**src/rtl/bridge_status_tracker_pkg.sv**
```systemverilog
// Shared widths, trace record layout and sizing helper for the bridge status tracker.
package bridge_status_pkg;

  localparam int NUM_CH_DEF  = 4;
  localparam int STATE_W_DEF = 3;
  localparam int ERR_W_DEF   = 8;
  localparam int DEPTH_DEF   = 16;
  localparam int TS_W_DEF    = 16;
  localparam int WD_W_DEF    = 16;

  // Channel index width; a single channel still needs one bit in the record.
  function automatic int clog2_min1(input int n);
    int r;
    r = 0;
    for (int i = 0; i < 31; i++) begin
      if ((1 << i) < n) r = i + 1;
    end
    return (r < 1) ? 1 : r;
  endfunction

  localparam int CH_IDX_W_DEF = clog2_min1(NUM_CH_DEF);
  localparam int TRACE_W_DEF  = TS_W_DEF + CH_IDX_W_DEF + STATE_W_DEF + ERR_W_DEF;

  typedef struct packed {
    logic [TS_W_DEF-1:0]     ts;
    logic [CH_IDX_W_DEF-1:0] ch;
    logic [STATE_W_DEF-1:0]  state;
    logic [ERR_W_DEF-1:0]    error;
  } trace_rec_t;

endpackage

```
**src/rtl/bridge_status_tracker_if.sv**
```systemverilog
// Trace read port: the drainer (master) pops records from the tracker (slave).
interface bridge_status_tracker_if
  import bridge_status_pkg::*;
#(
  parameter int DATA_W  = TRACE_W_DEF,
  parameter int LEVEL_W = $clog2(DEPTH_DEF) + 1
);
  logic               rd_en;
  logic               rd_valid;
  logic [DATA_W-1:0]  rd_data;
  logic [LEVEL_W-1:0] fifo_level;

  modport master (output rd_en, input rd_valid, input rd_data, input fifo_level);
  modport slave  (input rd_en, output rd_valid, output rd_data, output fifo_level);
endinterface

```
**src/rtl/bridge_status_tracker_fifo.sv**
```systemverilog
// Synchronous show-ahead FIFO; push into a full FIFO succeeds only alongside a pop.
module bst_event_fifo #(
  parameter int W     = 8,
  parameter int DEPTH = 16
) (
  input  logic                   clk,
  input  logic                   rst,
  input  logic                   push,
  input  logic [W-1:0]           wdata,
  input  logic                   pop,
  output logic [W-1:0]           rdata,
  output logic                   valid,
  output logic                   full,
  output logic [$clog2(DEPTH):0] level
);
  localparam int AW = $clog2(DEPTH);

  logic [W-1:0]  mem [DEPTH];
  logic [AW-1:0] wr_ptr;
  logic [AW-1:0] rd_ptr;
  logic [AW:0]   count;
  logic          do_push;
  logic          do_pop;

  assign valid   = (count != '0);
  assign full    = (count == (AW+1)'(DEPTH));
  assign do_pop  = pop && valid;
  assign do_push = push && (!full || do_pop);
  assign level   = count;
  // Gated so the read data is all-zero whenever nothing is held.
  assign rdata   = valid ? mem[rd_ptr] : '0;

  always_ff @(posedge clk) begin
    if (do_push) mem[wr_ptr] <= wdata;
  end

  always_ff @(posedge clk) begin
    if (rst) begin
      wr_ptr <= '0;
      rd_ptr <= '0;
      count  <= '0;
    end else begin
      if (do_push) wr_ptr <= wr_ptr + AW'(1);
      if (do_pop)  rd_ptr <= rd_ptr + AW'(1);
      case ({do_push, do_pop})
        2'b10:   count <= count + (AW+1)'(1);
        2'b01:   count <= count - (AW+1)'(1);
        default: count <= count;
      endcase
    end
  end
endmodule

```
**src/rtl/bridge_status_tracker.sv**
```systemverilog
// Multi-channel bridge status tracker: change detection into a timestamped trace FIFO,
// per-channel busy watchdogs, sticky error flags and a saturating drop counter.
module bridge_status_tracker
  import bridge_status_pkg::*;
#(
  parameter int NUM_CH  = NUM_CH_DEF,
  parameter int STATE_W = STATE_W_DEF,
  parameter int ERR_W   = ERR_W_DEF,
  parameter int DEPTH   = DEPTH_DEF,
  parameter int TS_W    = TS_W_DEF,
  parameter int WD_W    = WD_W_DEF
) (
  input  logic                      clk,
  input  logic                      rst,
  input  logic [NUM_CH-1:0]         ch_busy,
  input  logic [NUM_CH*STATE_W-1:0] ch_state,
  input  logic [NUM_CH*ERR_W-1:0]   ch_error,
  input  logic [WD_W-1:0]           busy_limit,
  input  logic                      clr_sticky,
  bridge_status_tracker_if.slave    trc,
  output logic [NUM_CH-1:0]         err_sticky,
  output logic [NUM_CH-1:0]         timeout,
  output logic [7:0]                drop_cnt,
  output logic                      all_idle
);
  localparam int CH_IDX_W = clog2_min1(NUM_CH);
  localparam int REC_W    = TS_W + CH_IDX_W + STATE_W + ERR_W;
  localparam int LVL_W    = $clog2(DEPTH) + 1;

  logic [TS_W-1:0]                  ts;
  logic [NUM_CH*STATE_W-1:0]        prev_state;
  logic [NUM_CH*ERR_W-1:0]          prev_err;
  logic [NUM_CH-1:0]                pending, pending_nxt, evt, wr_mask;
  logic [NUM_CH-1:0]                err_nxt, to_nxt;
  logic [NUM_CH-1:0][TS_W-1:0]      pend_ts;
  logic [NUM_CH-1:0][STATE_W-1:0]   pend_state;
  logic [NUM_CH-1:0][ERR_W-1:0]     pend_err;
  logic [NUM_CH-1:0][WD_W-1:0]      wd_cnt, wd_nxt;
  logic                             wr_hit, push, pop, full;
  logic [CH_IDX_W-1:0]              wr_idx;
  logic [REC_W-1:0]                 push_data, fifo_rdata;
  logic                             fifo_valid;
  logic [LVL_W-1:0]                 fifo_lvl;
  logic [8:0]                       n_drop, drop_sum;
  logic [7:0]                       drop_nxt;

  always_comb begin
    evt     = '0;
    wd_nxt  = '0;
    err_nxt = clr_sticky ? '0 : err_sticky;
    to_nxt  = clr_sticky ? '0 : timeout;
    for (int i = 0; i < NUM_CH; i++) begin
      evt[i] = (ch_state[i*STATE_W +: STATE_W] != prev_state[i*STATE_W +: STATE_W]) ||
               ((ch_error[i*ERR_W +: ERR_W] != prev_err[i*ERR_W +: ERR_W]) &&
                (ch_error[i*ERR_W +: ERR_W] != '0));
      if (!ch_busy[i])          wd_nxt[i] = '0;
      else if (&wd_cnt[i])      wd_nxt[i] = wd_cnt[i];
      else                      wd_nxt[i] = wd_cnt[i] + WD_W'(1);
      if ((busy_limit != '0) && (wd_nxt[i] == busy_limit)) to_nxt[i] = 1'b1;
      if (ch_error[i*ERR_W +: ERR_W] != '0)                err_nxt[i] = 1'b1;
    end
  end

  // Writer: lowest-index pending channel wins the single push slot.
  always_comb begin
    wr_hit = 1'b0;
    wr_idx = '0;
    for (int i = NUM_CH - 1; i >= 0; i--) begin
      if (pending[i]) begin
        wr_hit = 1'b1;
        wr_idx = CH_IDX_W'(i);
      end
    end
    pop     = trc.rd_en && fifo_valid;
    push    = wr_hit && (!full || pop);
    wr_mask = '0;
    if (push) wr_mask[wr_idx] = 1'b1;
    push_data = {pend_ts[wr_idx], wr_idx, pend_state[wr_idx], pend_err[wr_idx]};
  end

  // A fresh event on a channel whose record is still waiting overwrites it (a drop),
  // unless that record is the one leaving this cycle.
  always_comb begin
    n_drop = '0;
    for (int i = 0; i < NUM_CH; i++) begin
      if (evt[i] && pending[i] && !wr_mask[i]) n_drop = n_drop + 9'd1;
    end
    pending_nxt = (pending & ~wr_mask) | evt;
    drop_sum    = (clr_sticky ? 9'd0 : {1'b0, drop_cnt}) + n_drop;
    drop_nxt    = (drop_sum > 9'd255) ? 8'hff : drop_sum[7:0];
  end

  always_ff @(posedge clk) begin
    if (rst) begin
      ts         <= '0;
      prev_state <= '0;
      prev_err   <= '0;
      pending    <= '0;
      pend_ts    <= '0;
      pend_state <= '0;
      pend_err   <= '0;
      wd_cnt     <= '0;
      err_sticky <= '0;
      timeout    <= '0;
      drop_cnt   <= '0;
      all_idle   <= 1'b0;
    end else begin
      ts         <= ts + TS_W'(1);
      prev_state <= ch_state;
      prev_err   <= ch_error;
      pending    <= pending_nxt;
      wd_cnt     <= wd_nxt;
      err_sticky <= err_nxt;
      timeout    <= to_nxt;
      drop_cnt   <= drop_nxt;
      all_idle   <= ~|ch_busy && ~|err_nxt && ~|to_nxt;
      for (int i = 0; i < NUM_CH; i++) begin
        if (evt[i]) begin
          pend_ts[i]    <= ts;
          pend_state[i] <= ch_state[i*STATE_W +: STATE_W];
          pend_err[i]   <= ch_error[i*ERR_W +: ERR_W];
        end
      end
    end
  end

  bst_event_fifo #(.W(REC_W), .DEPTH(DEPTH)) u_fifo (
    .clk   (clk),
    .rst   (rst),
    .push  (push),
    .wdata (push_data),
    .pop   (pop),
    .rdata (fifo_rdata),
    .valid (fifo_valid),
    .full  (full),
    .level (fifo_lvl)
  );

  assign trc.rd_valid   = fifo_valid;
  assign trc.rd_data    = fifo_rdata;
  assign trc.fifo_level = fifo_lvl;
endmodule
```
**src/flat_wrapper.sv**
```systemverilog
// flat-port wrapper written by rule: the top's interface ports become plain ports
module bridge_status_tracker_flat import bridge_status_pkg::*;
#(
  parameter int NUM_CH  = NUM_CH_DEF,
  parameter int STATE_W = STATE_W_DEF,
  parameter int ERR_W   = ERR_W_DEF,
  parameter int DEPTH   = DEPTH_DEF,
  parameter int TS_W    = TS_W_DEF,
  parameter int WD_W    = WD_W_DEF
)
  (clk, rst, ch_busy, ch_state, ch_error, busy_limit, clr_sticky, err_sticky, timeout, drop_cnt, all_idle, trc_rd_en, trc_rd_valid, trc_rd_data, trc_fifo_level);
  bridge_status_tracker_if trc_i ();
  input  logic clk;
  input  logic rst;
  input  logic [NUM_CH-1:0] ch_busy;
  input  logic [NUM_CH*STATE_W-1:0] ch_state;
  input  logic [NUM_CH*ERR_W-1:0] ch_error;
  input  logic [WD_W-1:0] busy_limit;
  input  logic clr_sticky;
  output logic [NUM_CH-1:0] err_sticky;
  output logic [NUM_CH-1:0] timeout;
  output logic [7:0] drop_cnt;
  output logic all_idle;
  input wire logic [$bits(trc_i.rd_en)-1:0] trc_rd_en;
  output wire logic [$bits(trc_i.rd_valid)-1:0] trc_rd_valid;
  output wire logic [$bits(trc_i.rd_data)-1:0] trc_rd_data;
  output wire logic [$bits(trc_i.fifo_level)-1:0] trc_fifo_level;
  assign trc_i.rd_en = trc_rd_en;
  assign trc_rd_valid = trc_i.rd_valid;
  assign trc_rd_data = trc_i.rd_data;
  assign trc_fifo_level = trc_i.fifo_level;
  bridge_status_tracker #(.NUM_CH(NUM_CH), .STATE_W(STATE_W), .ERR_W(ERR_W), .DEPTH(DEPTH), .TS_W(TS_W), .WD_W(WD_W)) u_core (.clk(clk), .rst(rst), .ch_busy(ch_busy), .ch_state(ch_state), .ch_error(ch_error), .busy_limit(busy_limit), .clr_sticky(clr_sticky), .trc(trc_i), .err_sticky(err_sticky), .timeout(timeout), .drop_cnt(drop_cnt), .all_idle(all_idle));
endmodule
```
**config.mk**
```make
export PLATFORM = sky130hd
export DESIGN_NAME = bridge_status_tracker_flat
export DESIGN_NICKNAME = d
export VERILOG_FILES = /design/src/rtl/bridge_status_tracker_pkg.sv /design/src/rtl/bridge_status_tracker_if.sv /design/src/rtl/bridge_status_tracker_fifo.sv /design/src/rtl/bridge_status_tracker.sv /design/src/flat_wrapper.sv
export SDC_FILE = /design/constraint.sdc
export NUM_CORES = 1
export LEC_CHECK = 0
export CORE_MARGIN = 2
export CORE_UTILIZATION = 50
export DETAILED_ROUTE_END_ITERATION = 10
export PLACE_DENSITY = 0.67
export SYNTH_ARGS = -nofsm -noshare
export SYNTH_HDL_FRONTEND = slang
export SYNTH_SLANG_ARGS = --single-unit
```
**constraint.sdc**
```tcl
create_clock -name clk -period 12.47 [get_ports clk]
set_input_delay 2.494 -clock clk [delete_from_list [all_inputs] [get_ports clk]]
set_output_delay 2.494 -clock clk [all_outputs]
set_load 0.02 [all_outputs]
```
==> run_results.csv, run 1 <==
group,metric,value,unit
global_routing,antenna_found_initial,2,
setup_path,timing.rr.end,"u_core.drop_cnt[7]",
cts,clkSinkCount,734,
setup_path,r2r_slack,7.93,ns
pwr,ir_worst_vdd,0.000135,V
pwr,total_power,6.00,mW
pwr,powerDensity,167,mW/mm2
synth,synth_top_area_share,44.2,%
place,post-place-ws,5.43,ns
status,outcome,"completed",
detailed_routing,vias,20100,
pwr,seqPwrFrac,45.9,%
cts,cts.clk_slew.worst_paths,0.06,ns
synth,synth_edf_count,464,
detailed_routing,drc,0,
detailed_routing,routedWlPerCell,23.1,um
pwr,swShare,25.5,%
synth,syn_area_per_cell,13.3,um2
synth,synth_top_family_by_area,"multiplexers",
floorplan,core,0.0627,mm2
cts,cts-root-buf,"clkbuf_16",
pwr,clkPwrFrac,37.2,%
synth,netlist_top_cells_area,"edfxtp_1 44%, dfxtp_1 17%, mux4_2 11%",
sta,rsz0062_at_grt,"false",
synth,synth_mux_area_share,13.0,%
synth,synth.most_common_cell,"edfxtp_1",
sta,setup_viol,0,
synth,synthesis.area,0.0315,mm2
synth,synth_common_cells,"464 x edfxtp_1, 270 x dfxtp_1, 236 x nand2_1, 206 x nor2_1, 147 x mux4_2",
setup_path,path_class,"register to output pin",
setup_path,slowest_stage,"dfxtp_4",
hold_path,hold_class,"register to register",
global_routing,grt_pass1_wl,119,mm
detailed_routing,first_pass_iters,6,
sta,whs,0.451,ns
setup_path,crit_required,9.98,ns
global_routing,grt_usage,24.3,%
synth,netlist_instances,2376,
pwr,p_comb_share,16.9,%
synth,synth_compound_area_share,6.09,%
place,gp_congestion,0.857,
setup_path,cp_max_fo,46,
cts,cts_tree,"done",
floorplan,die_y,255,um
sta,tightest_slew,1.16,ns
sta,finClkSkew,0.0266,ns
cts,post_cts_buffers,0,
sta,drv_slew,0,
setup_path,max_stage_delay,0.95,ns
synth,synth_top_cell_by_area,"edfxtp_1",
synth,syn-num-nets,2467,
detailed_routing,viasPerCell,5.95,
detailed_routing,drtIter0Drc,1910,
detailed_routing,final_antenna_net_count,0,
cts,clock_path_buffers,3,
cells_and_area,drive_gt1_share,14.2,%
place,port_buffers,119,
synth,synth-seq-cells,734,
sta,finalCritPeriodShare,59.3,%
floorplan,die_area,0.0650,mm2
sta,fin_tns_setup,0,ns
sta,hold_viol_final,0,
job,cap_violations,0,
synth,synth_cell_type_count,90,
global_routing,grt_pass1_vias,19900,
place,hpwlAfterDp,47.0,mm
setup_path,crit_path_cell_trace,"buf_4 -> buf_4 -> mux4_2 -> mux4_2 -> and2_1 -> clkdlybuf4s50_1",
floorplan,ioPinCount,120,
cells_and_area,area_growth,14.4,%
synth,synthFlopType,"edfxtp_1",
floorplan,floorplan.initialDensity,50.2,%
cts,insertion_delay,0.61,ns
setup_path,r2r_cells,16,
cts,cts_resized,0,
setup_path,cp-start-kind,"register",
floorplan,rows,92,
global_routing,grt_overflow_total,0,
synth,ys_seq_area_share,61.4,%
setup_path,r2r_start,"u_core.u_fifo.level[0]",
global_routing,grt_max_degree,113,
setup_path,end_kind,"output pin",
cells_and_area,nFillCells,4921,
sta,fin_crit,7.39,ns
cts,ctsHoldBuffers,0,
cts,htreeDepth,3,
pwr,p_leak,12.5,nW
floorplan,die_width,255,um
sta,slew-limit-headroom,22.7,%
synth,synth_xor_area_share,3.27,%
setup_path,crit_end,"trc_rd_data[0]",
synth,yosys_warnings,0,
setup_path,cp.arrival,4.90,ns
pwr,switchingPower,1.53,mW
pwr,p_int,4.47,mW
sta,max_freq,135,MHz
cts,cts_buffers,76,
cells_and_area,num-nets-final,2551,
sta,postLayoutSetupSlackWorst,5.08,ns
cells_and_area,antennaDiodeCount,0,
synth,yosys.area_share.simple,13.0,%
synth,postSynth.asyncResetShare,0,%
synth,synthAdderAreaFrac,0.961,%
detailed_routing,wl,77.9,mm
[final cells by class]
class / count / area [um2] / share of cell area [%]
flip-flops and latches: 734 / 19300 / 53.7
multi-input cells: 1459 / 11600 / 32.1
clock buffers: 104 / 2090 / 5.80
repair buffers: 151 / 1430 / 3.98
well taps: 846 / 1060 / 2.94
clock inverters: 37 / 387 / 1.07
inverters: 38 / 143 / 0.396
[power groups by stage]
stage	sequential [mW]	clock [mW]	combinational (mW)
floorplan	2.75	0	0.717
global placement	2.81	0	1.01
detailed placement	2.81	0	1.03
CTS	2.76	2.27	1.03
global route	2.77	2.37	1.09
finish	2.76	2.23	1.02
[how the worst min path moves through the flow]
stage | start | slack (ns) | depth (start not counted) | to
final | u_core.pend_ts[26] | 0.45 | 2 | u_core.pend_ts[26]
after global routing | u_core.pend_ts[18] | 0.46 | 2 | u_core.pend_ts[18]
after global placement | u_core.pend_ts[26] | 0.44 | 2 | u_core.pend_ts[26]
after detailed placement | u_core.pend_ts[30] | 0.44 | 2 | u_core.pend_ts[30]
after CTS | u_core.pend_ts[30] | 0.45 | 2 | u_core.pend_ts[30]
after floorplan | u_core.pend_err[16] | 0.43 | 2 | u_core.pend_err[16]
[kinds of logic after synthesis]
| group | after synthesis |
|---|---|
| adders and majority gates | 23 |
| muxes | 226 |
| xor gates and xnor gates | 116 |
| other | 1 |
| buffers and inverters | 183 |
| AOI/OAI and AO/OA | 286 |
| and+or+nand+nor | 807 |
| DFF | 734 |
[cell usage in the layout, fill, tap and decap left out, types with 16 or more instances in the layout]
| cell | Yosys | layout |
|---|---|---|
| mux2i_1 | 75 | 75 |
| nand2_1 | 236 | 236 |
| nor3_1 | 30 | 25 |
| o21ai_0 | 33 | 33 |
| a31oi_1 | 20 | 20 |
| ha_1 | 21 | 21 |
| nand4_1 | 36 | 36 |
| nand2b_1 | 16 | 16 |
| and3_1 | 21 | 21 |
| clkbuf_16 | 0 | 78 |
| mux4_2 | 147 | 147 |
| nor4_1 | 36 | 36 |
| inv_1 | 36 | 36 |
| xor2_1 | 49 | 49 |
| clkdlybuf4s50_1 | 0 | 118 |
| and2_1 | 41 | 41 |
| nand3_1 | 43 | 43 |
| clkbuf_1 | 106 | 22 |
| a21oi_1 | 112 | 112 |
| a222oi_1 | 28 | 28 |
| dfxtp_1 | 270 | 266 |
| xnor2_1 | 66 | 66 |
| buf_4 | 1 | 32 |
| edfxtp_1 | 464 | 464 |
| nor2_1 | 206 | 193 |
| nor2b_1 | 64 | 63 |
[metrics by stage]
| step | utilization, % | area (um2) | instances |
|---|---|---|---|
| detailed placement | 53.5 | 33500 | 3228 |
| global placement | 53.5 | 33500 | 3228 |
| global route | 57.4 | 36000 | 3369 |
| finish | 57.4 | 36000 | 3369 |
| CTS | 57.4 | 36000 | 3369 |
| floorplan | - | 31500 | 2376 |
[per-layer routing]
metal	share of wire [%]	global-route usage [%]	wire length, um	vias to the layer above
met5	0	0	0	-
met1	42	34.3	32900	9992
li1	-	-	-	9146
met2	47	38.5	36700	802
met4	2.2	7.28	1730	0
met3	8.4	4.43	6570	111
[flip-flops by register name (all words and copies together) (netlist names), named ones only]
signal                count
u_core.prev_state        12
u_core.pend_ts           64
u_core.u_fifo.level       5
u_core.u_fifo.rd_ptr      4
u_core.prev_err          32
u_core.u_fifo.mem       464
u_core.pending            4
u_core.all_idle           1
u_core.ts                16
u_core.pend_state        12
u_core.timeout            4
u_core.err_sticky         4
u_core.drop_cnt           8
u_core.wd_cnt            64
u_core.u_fifo.wr_ptr      4
u_core.pend_err          32
[worst max-delay path, delay by kind of cell (launching register included)]
family | cells | cell delay (ns)
buf+inv | 3 | 1.94
flops | 1 | 0.95
mux | 2 | 1.12
simple gates | 1 | 0.18
(Power assumes the default switching activity.)
==> run 2: changes to the inputs <==
- clock period: 12.47 -> 7 ns (I/O delays scaled with it)
==> run_results.csv, run 2 (same netlist as run 1, synthesis figures left out) <==
group,metric,value,unit
cts,post_cts_buffers,0,
pwr,switchingPower,2.75,mW
cells_and_area,largestRegisters,"u_core.u_fifo.mem x464, u_core.pend_ts x64, u_core.wd_cnt x64",
floorplan,die_area,0.0650,mm2
cells_and_area,largest_reg_flops,464,
setup_path,max_stage_delay,0.53,ns
cts,cts_resized,0,
cells_and_area,final_cell_mix,"464 x edfxtp_1, 266 x dfxtp_1, 236 x nand2_1",
job,cap_violations,0,
cts,ctsHoldBuffers,0,
setup_path,cp_max_fo,4,
cells_and_area,layout_commonest_cell,"edfxtp_1",
place,gp_congestion,0.901,
pwr,powerDensity,301,mW/mm2
pwr,clkPwrFrac,38.0,%
cells_and_area,multi_input_area,0.0116,mm2
sta,finalCritPeriodShare,73.6,%
floorplan,ioPinCount,120,
place,post-place-ws,1.20,ns
place,hpwlAfterDp,47.6,mm
sta,slew-limit-headroom,19.9,%
cells_and_area,num-nets-final,2552,
cells_and_area,stdcell_count,3367,
detailed_routing,vias,20300,
place,placed_cells,3230,
pwr,swShare,25.4,%
sta,drv_slew,0,
cts,htreeDepth,3,
status,outcome,"completed",
cts,clkSinkCount,734,
cts,clock_path_buffers,3,
sta,postLayoutSetupSlackWorst,1.85,ns
place,port_buffers,119,
floorplan,die_width,255,um
detailed_routing,drtIter0Drc,2006,
global_routing,grt_pass1_wl,119,mm
setup_path,crit_path_cell_trace,"clkdlybuf4s50_1 -> nor4_1 -> nand2_1 -> o21ai_0 -> nand4_1 -> nand2b_1 -> inv_1 -> ha_1 -> xor2_1 -> ha_1 -> mux2_2 -> ha_1 -> a21o_1 -> a21oi_1 -> nor2b_1 -> o2111ai_1 -> nor3_1 -> a2111oi_0",
cells_and_area,fin_area,0.0361,mm2
sta,fin_tns_setup,0,ns
detailed_routing,viasPerCell,6.02,
sta,rsz0062_at_grt,"false",
detailed_routing,first_pass_iters,6,
setup_path,crit_required,7.51,ns
pwr,p_int,8.11,mW
global_routing,grt_overflow_total,0,
cts,cts.clk_slew.worst_paths,0.06,ns
global_routing,grt_max_degree,130,
setup_path,end_kind,"register",
cells_and_area,antennaDiodeCount,0,
cells_and_area,largest-register,"u_core.u_fifo.mem",
pwr,total_power,10.9,mW
sta,setup_viol,0,
detailed_routing,drc,0,
global_routing,grt_pass1_vias,20400,
setup_path,cp_common_cell,"ha_1",
floorplan,die_y,255,um
cells_and_area,regArea,0.0193,mm2
cts,insertion_delay,0.63,ns
floorplan,core,0.0627,mm2
setup_path,cp-start-kind,"input port",
hold_path,hold_class,"register to register",
setup_path,slowest_stage,"clkdlybuf4s50_1",
global_routing,grt_usage,24.2,%
detailed_routing,routedWlPerCell,23.2,um
cts,cts_tree,"done",
detailed_routing,final_antenna_net_count,0,
setup_path,cp.arrival,5.66,ns
cells_and_area,nFillCells,4979,
pwr,p_comb_share,17.1,%
place,placed_cell_area,0.0336,mm2
setup_path,path_buf_inv,2,
setup_path,critical-path-top-delay-family,"simple AND/OR/NAND/NOR gates",
cts,cts_buffers,75,
setup_path,path_class,"input port to register",
sta,finClkSkew,0.0361,ns
cells_and_area,drive_gt1_share,14.4,%
global_routing,antenna_found_initial,1,
sta,fin_crit,5.15,ns
cells_and_area,area_growth,14.7,%
sta,max_freq,194,MHz
floorplan,rows,92,
floorplan,floorplan.initialDensity,50.2,%
detailed_routing,wl,78.2,mm
sta,tightest_slew,1.20,ns
sta,hold_viol_final,0,
pwr,seqPwrFrac,45.0,%
pwr,p_leak,12.5,nW
cts,cts-root-buf,"clkbuf_16",
pwr,ir_worst_vdd,0.000230,V
run 2: cell types whose count changed in the layout (fill, tap and decap cells not counted), moves of 2 or more:
cell and change:
bufinv_16 +5, clkbuf_1 -6, clkinv_2 -6, clkbuf_16 -3, clkinv_8 +2, clkbuf_8 +2
run 2: worst paths after layout:
check | from | end | slack (ns) | cells after the start
max reg2reg | u_core.u_fifo.level[0] | u_core.drop_cnt[7] | 2.69 | 16
min | u_core.pend_ts[25] | u_core.pend_ts[25] | 0.46 | 2
max | ch_error[11] | u_core.drop_cnt[7] | 1.85 | 18
min reg2reg | u_core.pend_ts[25] | u_core.pend_ts[25] | 0.46 | 2
run 2: per-stage QoR:
step           hold WS, ns  util, %
5_1_grt              0.467     57.6
6_report             0.456     57.6
3_5_place_dp         0.446     53.5
3_3_place_gp         0.437     53.5
2_1_floorplan        0.431        -
4_1_cts              0.455     57.6
run 2: routing by layer:
metal	track usage, %	vias to the layer above	part of all wire (%)
met5	0	-	0
met4	7.00	0	2.0
met3	3.56	104	7.0
met2	39.5	763	48
met1	33.8	10300	43
li1	-	9136	-
run 2: final cells by class:
type	instances	share of cell area, %
Sequential cell	734	53.5
Multi-Input combinational cell	1459	32.0
Clock buffer	97	5.59
Timing Repair Buffer	153	4.04
Tap cell	846	2.93
Clock inverter	40	1.50
Inverter	38	0.395
run 2: tightest hold or removal path, cell delays in order (launching register included):
cell	delay, ns
dfxtp_1	0.31
nand2_1	0.05
a21oi_1	0.05
run 2: power groups by stage:
| stage | combinational (mW) | clock (mW) | sequential, mW |
|---|---|---|---|
| floorplan | 1.28 | 0 | 4.90 |
| detailed placement | 1.87 | 0 | 4.98 |
| finish | 1.85 | 4.13 | 4.88 |
| global placement | 1.86 | 0 | 4.97 |
| global route | 1.99 | 4.35 | 4.90 |
| CTS | 1.88 | 4.19 | 4.89 |
